## config.mk

```make
export PLATFORM = sky130hd
export DESIGN_NAME = varint_extract_64
export DESIGN_NICKNAME = d
export VERILOG_FILES = /design/src/rtl/varint_extract_64.sv
export SDC_FILE = /design/constraint.sdc
export NUM_CORES = 1
export LEC_CHECK = 0
export BUFFER_PORTS_ARGS = -buffer_cell sky130_fd_sc_hd__buf_2
export CORE_ASPECT_RATIO = 0.6
export CORE_MARGIN = 4
export CORE_UTILIZATION = 35
export DETAILED_ROUTE_END_ITERATION = 10
export PLACE_DENSITY = 0.6
export SLEW_MARGIN = 20
export SYNTH_ARGS = -nofsm -noshare
export SYNTH_HDL_FRONTEND = slang
export SYNTH_SLANG_ARGS = --single-unit
```

## constraint.sdc

```tcl
create_clock -name clk -period 6.6 [get_ports clk]
set_input_delay 0 -clock clk [delete_from_list [all_inputs] [get_ports clk]]
set_output_delay 0 -clock clk [all_outputs]
set_load 0.05 [all_outputs]
```

## src/rtl/varint_extract_64.sv

```systemverilog
// Protobuf varint extractor: scans a tkeep-qualified 64-bit byte stream one lane per cycle and
// packs each varint MSB-first, paced so the downstream decoder sees at most one word per MIN_GAP cycles.
module varint_extract_64 #(
    parameter int DATA_BITS    = 64,
    parameter int ENCODED_BITS = 64,
    parameter int MIN_GAP      = 4
) (
    input  logic                    clk,
    input  logic                    aresetn,
    input  logic                    s_axis_tvalid,
    output logic                    s_axis_tready,
    input  logic [DATA_BITS-1:0]    s_axis_tdata,
    input  logic [DATA_BITS/8-1:0]  s_axis_tkeep,
    input  logic                    s_axis_tlast,
    output logic                    m_axis_tvalid,
    output logic [ENCODED_BITS-1:0] m_axis_tdata,
    output logic [3:0]              m_axis_tuser,
    output logic                    err_overflow,
    output logic                    err_trunc
);

    localparam int GAP_W = (MIN_GAP > 1) ? $clog2(MIN_GAP) : 1;

    typedef enum logic [1:0] {
        S_SCAN = 2'd0,
        S_HOLD = 2'd1,
        S_EMIT = 2'd2
    } state_t;

    state_t                  state;
    logic                    buf_valid;
    logic [DATA_BITS-1:0]    buf_data;
    logic [DATA_BITS/8-1:0]  buf_keep;
    logic                    buf_last;
    logic [2:0]              ptr;
    logic [ENCODED_BITS-1:0] acc;
    logic [3:0]              cnt;
    logic [GAP_W-1:0]        gap_cnt;
    logic                    discard;

    logic                    accept;
    logic                    scan_en;
    logic [2:0]              hi_lane;
    logic [7:0]              lane_byte;
    logic                    lane_keep;
    logic                    release_beat;
    logic                    take;
    logic                    drop;
    logic                    complete;
    logic                    overflow;
    logic                    trunc;
    logic [3:0]              cnt_after;
    logic [2:0]              slot;
    logic [ENCODED_BITS-1:0] acc_wr;
    logic                    buf_valid_n;

    always_comb begin
        hi_lane = 3'd0;
        for (int k = 0; k < DATA_BITS/8; k++) begin
            if (buf_keep[k]) begin
                hi_lane = 3'(k);
            end
        end
    end

    always_comb begin
        accept       = s_axis_tvalid & s_axis_tready;
        scan_en      = buf_valid & (state == S_SCAN);
        lane_byte    = buf_data[{ptr, 3'b000} +: 8];
        lane_keep    = buf_keep[ptr];
        release_beat = scan_en & ((buf_keep == '0) | (ptr == hi_lane));
        take         = scan_en & lane_keep & ~discard;
        drop         = scan_en & lane_keep & discard;
        cnt_after    = cnt + 4'(take);
        complete     = take & ~lane_byte[7];
        overflow     = take & lane_byte[7] & (cnt_after == 4'd8);
        // A tlast release with bytes still collected (including an overflow on that very byte) is a truncation.
        trunc        = release_beat & buf_last & ~complete & (cnt_after != 4'd0);
        slot         = 3'd7 - cnt[2:0];
        acc_wr       = acc;
        acc_wr[{slot, 3'b000} +: 8] = lane_byte;
        if (accept) begin
            buf_valid_n = 1'b1;
        end else if (release_beat) begin
            buf_valid_n = 1'b0;
        end else begin
            buf_valid_n = buf_valid;
        end
    end

    always_ff @(posedge clk or negedge aresetn) begin
        if (!aresetn) begin
            state         <= S_SCAN;
            buf_valid     <= 1'b0;
            buf_data      <= '0;
            buf_keep      <= '0;
            buf_last      <= 1'b0;
            ptr           <= 3'd0;
            acc           <= '0;
            cnt           <= 4'd0;
            gap_cnt       <= '0;
            discard       <= 1'b0;
            s_axis_tready <= 1'b0;
            m_axis_tvalid <= 1'b0;
            m_axis_tdata  <= '0;
            m_axis_tuser  <= 4'd0;
            err_overflow  <= 1'b0;
            err_trunc     <= 1'b0;
        end else begin
            m_axis_tvalid <= 1'b0;
            m_axis_tdata  <= '0;
            m_axis_tuser  <= 4'd0;
            err_overflow  <= overflow;
            err_trunc     <= trunc;
            buf_valid     <= buf_valid_n;
            s_axis_tready <= ~buf_valid_n;

            if (accept) begin
                buf_data <= s_axis_tdata;
                buf_keep <= s_axis_tkeep;
                buf_last <= s_axis_tlast;
            end

            if (release_beat) begin
                ptr <= 3'd0;
            end else if (scan_en) begin
                ptr <= ptr + 1'b1;
            end

            if (release_beat && buf_last) begin
                discard <= 1'b0;
            end else if (overflow) begin
                discard <= 1'b1;
            end else if (drop && !lane_byte[7]) begin
                discard <= 1'b0;
            end

            if (gap_cnt != '0) begin
                gap_cnt <= gap_cnt - 1'b1;
            end

            // Entering EMIT registers the word and starts the gap; tvalid is high for the EMIT cycle only.
            case (state)
                S_SCAN: begin
                    if (overflow || trunc) begin
                        acc <= '0;
                        cnt <= 4'd0;
                    end else if (take) begin
                        acc <= acc_wr;
                        cnt <= cnt_after;
                    end
                    if (complete) begin
                        if (gap_cnt == '0) begin
                            m_axis_tvalid <= 1'b1;
                            m_axis_tdata  <= acc_wr;
                            m_axis_tuser  <= cnt_after;
                            acc           <= '0;
                            cnt           <= 4'd0;
                            gap_cnt       <= GAP_W'(MIN_GAP - 1);
                            state         <= S_EMIT;
                        end else begin
                            state <= S_HOLD;
                        end
                    end
                end
                S_HOLD: begin
                    if (gap_cnt == '0) begin
                        m_axis_tvalid <= 1'b1;
                        m_axis_tdata  <= acc;
                        m_axis_tuser  <= cnt;
                        acc           <= '0;
                        cnt           <= 4'd0;
                        gap_cnt       <= GAP_W'(MIN_GAP - 1);
                        state         <= S_EMIT;
                    end
                end
                S_EMIT: begin
                    state <= S_SCAN;
                end
                default: begin
                    state <= S_SCAN;
                end
            endcase
        end
    end

endmodule

```

# Word level (Yosys, flattened, before mapping)
# Index checks and enable logic that the tools add are counted.
[word_totals] ff_bits=222 wordCells=109
[op_classes] n_addsub=5 n_lt_le_gt_ge=1 eq_ne=5 shift=3 muxes=48 n_bitwise=17 reduce_logical=14
[op_table] op="two-way mux 64 bit" count=8
[op_table] op="case mux 64 bit (2 select lines)" count=2
[op_table] op="bitwise mux 64 bit" count=1
[op_table] op="variable shift 8 x 8 -> 64 bit (first input constant)" count=1
[op_table] op="indexed part select 64 x 7 -> 8 bit" count=1
[op_table] op="indexed part select 8 x 8 -> 64 bit" count=1
[op_table] op="two-way mux 4 bit" count=8
[op_table] op="two-way mux 3 bit" count=7
[op_table] op="case mux 4 bit (2 select lines)" count=2
[op_table] op="two-way mux 2 bit" count=7
[op_table] op="bitwise AND 1 bit" count=12
[op_table] op="two-way mux 1 bit" count=9
[op_table] op="zero test 8 bit" count=1
[op_table] op="negation 6 -> 8 bit" count=1
[op_table] op="case mux 2 bit (2 select lines)" count=2
[op_table] op="nonzero test 2 bit" count=3
[op_table] op="adder 4 x 1 -> 4 bit" count=1
[op_table] op="equality test 4 bit (second input constant)" count=1
[op_table] op="zero test 2 bit" count=2
[op_table] op="less-than comparator 3 x 4 -> 1 bit (second input constant)" count=1
[op_table] op="inequality test 2 bit (second input constant)" count=2
[op_table] op="NOT 1 bit" count=4
[op_table] op="AND reduction 2 bit" count=2
[op_table] op="nonzero test 4 bit" count=1
[op_table] op="other kinds (12)" count=13

# Longest topological paths before layout
[logic_depth] ltp_word=18 depth_mapped=18 depth_no_buf=13

# Worst setup path before layout
# Ideal clock, no wire load.
[synth_path] path_type="register to register" startpoint="register state[1]" endpoint="register acc[44]" setup_time_ps=68 arrival_ps=3617 required_ps=6532 setup_slack_ps=2915 path_stages_with_launch=15 n_path_buf=3 period_less_slack_ps=3685 path_cell_list="dfrtp_1 or3b_1 a211oi_1 nand4_1 inv_1 clkbuf_1 ha_1 ha_1 or3_1 o211ai_1 o311a_4 buf_6 and3_4 buf_6 a22o_1"
[synth_between] elab_chain_cells=13 elab_cells_between_ends=25
[synth_lines] element="start, declared" line="30" rtl="state_t state;"
[synth_lines] element="start signal, assigned" line="93" rtl="state <= S_SCAN;"
[synth_lines] element="start signal, assigned" line="160" rtl="state <= S_EMIT;"
[synth_lines] element="start signal, assigned" line="162" rtl="state <= S_HOLD;"
[synth_lines] element="parallel branches: the longest is 13 deep, another holds adder 4 x 1 -> 4 bit"
[synth_lines] element="end signal, assigned" line="149" rtl="acc <= acc_wr;"
[synth_lines] element="end, declared" line="36" rtl="logic [ENCODED_BITS-1:0] acc;"
# Several ways; the timed one is not identified.
# A chain may end at the register's enable or synchronous reset.

# Worst setup path after layout
[layout_path] startpoint="register ptr[1]" endpoint="register acc[43]"
[layout_between] elab_chain_cells=13 elab_cells_between_ends=27
[layout_lines] element="start, declared" line="35" rtl="logic [2:0] ptr;"
[layout_lines] element="start signal, assigned" line="127" rtl="ptr <= ptr + 1'b1;"
[layout_lines] element="parallel branches: the longest is 11 deep, another holds adder 4 x 1 -> 4 bit"
[layout_lines] element="two-way mux 64 bit (*)" line="152" rtl="if (complete) begin"
[layout_lines] element="case mux 64 bit (2 select lines) (*)" line="143" rtl="case (state)"
# Every way passes the cells marked *. The select of a mux whose other input is x is not followed.

==> impl_results.md <==
- Flop pwr share: roughly 36%
- R2r startpoint: ptr[1]
- Final standard cell count with taps included and fillers excluded: around 1,300
- Top routing layer in use: met4
- Post-synthesis net count: 817
- Power Density: 461 nW/um^2
- Maximum number of pins on one net before global-route repair: 103
- Category of the most critical setup path: reg -> reg
- WL met1: 12.4 mm
- P_leak: between 5 and 6 nW
- Multi-input gate area: ~3500 sq um
- GRT Total Usage: between 10% and 20%
- DRT antenna net count: 0
- Final setup violation count: 0
- Status: completed
- Asr flop ratio synth: 100%
- Library cell with the highest instance count after synthesis: dfrtp_1
- Inserted Clock Buffers: 22
- CTS clock-pin slew for the worst setup and hold paths: about 0.070 ns
- Maximum level of the CTS H-tree: 1
- Kind of end point of the critical path: flop
- Number of filler instances in the final layout: about 2,400
- CP Data Arrival Time: about 5.6 ns
- Sequential element share of the synthesized area: 59.6%
- Worst-case headroom to the max-slew limit: a little over a quarter
- Die Span Y: 134 um
- First-pass GRT wire length: roughly 40 mm
- Period utilisation layout: between 70% and 80%
- Net switching component of the power: 2.19 mW
- Timing startpoint of the critical path: ptr[1]
- Detailed placement HPWL: 17.0 mm
- Share of the synthesized area in the top cell type: roughly three fifths
- Net count of the finished layout: 1,035
- Number of enable-type register cells in the synthesized netlist: 0
- Most frequent cells after synthesis: 222 x dfrtp_1, 88 x nand2_1, 81 x mux2_2
- Number of vias after detailed routing: around 6,700
- Clock Sink Count: between 200 and 250
- Max clock buf depth: 3
- Period minus WS final: 5.12 ns
- Iter 0 DRT Violations: 522
- Clock tree from TritonCTS: built
- Instance count after placement with tap cells included: between 1,000 and 1,500
- Worst Reg2Reg Path Length in Cells: 12
- Post-DR vias/cell: 5.09
- Mean post-synth cell area: roughly 13 sq um
- Maximum resistive drop on vdd: roughly 180 uV
- Sum of met3 wire segment lengths after detailed routing: roughly 1.8 mm
- Last weighted congestion value of the routability-driven placer: 0.834
- Cell row count: 45
- Starting Density: about 36%
- Core box area: ~26,000 sq um
- Highest clock frequency the design can meet: a little under 200 MHz
- Aggregate routed wire length: 25.6 mm
- Worst Tran Pin Value: ~1.1 ns
- Router iterations before antenna repair: 5
- Final number of max-transition violations: 0
- YS warnings: 0
- Cell type contributing the most total cell area after synthesis: dfrtp_1
- Final Skew: 0.0156 ns
- Initial antenna violation count: 0
- Via count of the first global-routing pass: 6,934
- DRC violation count after routing: 0
- Required time of the critical path: approximately 7.1 ns
- Final Hold Vio Count: 0
- Unrepaired setup endpoints after global routing: false
- Distinct cell type count of the synthesized netlist: 56
- TNS Setup: 0 ns
- Fraction of layout cells with a size suffix above 1: between 30% and 40%
- Clock tree root buffer cell: clkbuf_16
- Clock power share: a little under a quarter
- Layout overhead on the synthesized area: 27.1%
- Horiz. Die Dim: ~220 um
- Number of ports placed on the die boundary: 148
- PortBufs: around 150
- Routed length per instance: 19.5 um
- Leftover overflow at the end of global routing: 0
- Element type at the critical path start: flop
- Maxcap violations: 0
- Int Power: around 3.3 mW
- Clock network latency to the later pin of the worst-skew pair: approximately 0.52 ns
- Diodes inserted: 0
- Number of standard cells after synthesis: 733
- Met2 Wirelength: about 11 mm
- Die Outline Area: 29,400 sq um
- Minimum hold slack: around 0.083 ns
- Area of the mapped netlist: 9330 sq um
- Fraction of power spent switching nets: 40.0%
- Top cells by area in the synthesized netlist: dfrtp_1 60%, mux2_2 9.8%, a22o_1 4.8%
- Top fanout value on the critical path: 26
- Most used DFF post-synth: dfrtp_1
- Total of flip-flops plus latches after synthesis: between 200 and 250
- Portion of total power attributed to combinational logic: about two fifths
- Combined flip-flop and latch cell area: between 5000 and 6000 sq um
- Type of the tightest min-delay check: in -> async
[power groups by stage]
stage / Combinational, mW / Sequential [mW] / Clock [mW]
4_1_cts: 2.22 / 1.98 / 1.29
3_3_place_gp: 2.16 / 1.99 / 0
3_5_place_dp: 2.18 / 2.00 / 0
5_1_grt: 2.42 / 2.03 / 1.35
6_report: 2.22 / 1.98 / 1.26
2_1_floorplan: 1.52 / 2.04 / 0
[what timing repair did]
item	4_1_cts	5_1_grt
setup buffers	0	0
hold endpoints to repair	173	0
gates resized for setup	0	0
setup endpoints to repair	0	0
hold buffers	74	0
[path summary, 6_finish.rpt]
kind                               endpoint  slack (ns)
max in group asynchronous  m_axis_tdata[22]        4.99
min in group clk                  buf_valid        0.18
min reg2reg                m_axis_tdata[21]        0.48
max                                 acc[43]        1.48
min                             buf_keep[3]        0.08
max reg2reg                         acc[43]        1.48
[cell type report]
cell class	instances	share of cell area (%)
clock buffer	29	5.47
clock inverter	8	0.623
inverter	24	0.760
multi-input combinational	454	29.7
sequential	222	46.9
tap	352	3.71
timing repair buffer	227	12.9
[through the flow]
step	utilization [%]	worst slack, ns	total power, mW	cell area, sq um
6_report	46.1	1.48	5.46	11900
5_1_grt	46.1	1.15	5.80	11900
4_1_cts	46.1	1.56	5.49	11900
3_5_place_dp	40.4	1.60	4.18	10400
3_3_place_gp	40.4	1.74	4.15	10400
2_1_floorplan	-	2.92	3.56	9330
[kinds of logic after synthesis]
family	after synthesis	synth area share, %
fa+ha+maj	8	1.07
flops	222	59.6
mux	102	14.2
simple gates	164	8.58
compound gates	178	13.6
xor+xnor	2	0.188
buf+inv	57	2.76
[worst max-delay path, cell delays in order, from the launching register on]
cell      delay, ns
dfrtp_1        1.04
nor2b_1        0.14
a211oi_1       0.24
nand4_1        0.60
inv_1          0.59
ha_1           0.27
ha_1           0.23
xor2_1         0.10
or3_1          0.31
o211ai_1       0.41
o311a_4        0.33
and3_1         0.54
a22o_1         0.24
[metal layers]
metal  up-vias  GRT usage [%]
li1       3076              -
met1      3349           27.5
met2       221           24.9
met3        46           4.05
met4         0           3.79
met5         -              0
[flip-flops by register name (all words and copies together), names as in the netlist, 2 cells and up]
signal,flops
acc,64
buf_data,64
m_axis_tdata,64
buf_keep,8
cnt,4
m_axis_tuser,4
ptr,3
gap_cnt,2
state,2
[layout by cell type (no fill, tap or decap), drive strengths merged, types with 2 or more instances in the layout]
cell type	netlist	layout
dfrtp	222	222
buf	15	153
nand2	88	88
mux2	81	81
o21ai	81	81
dlygate4sd3	0	74
a22o	51	51
clkbuf	18	29
inv	24	24
nor2	18	18
mux4	16	16
o2bb2ai	16	16
and2	10	10
nand3	9	9
ha	8	8
a21oi	8	8
and3	8	8
nor3	7	7
nor2b	6	6
mux2i	5	5
clkinv	0	5
nor4	4	4
nand4	3	3
a21o	3	3
nand2b	3	3
nand3b	2	2
a211oi	2	2
nor3b	2	2
o22ai	2	2
a211o	2	2
a32oi	2	2
or3	2	2
o211ai	2	2
clkinvlp	0	2
a32o	2	2
(Power assumes the default switching activity.)
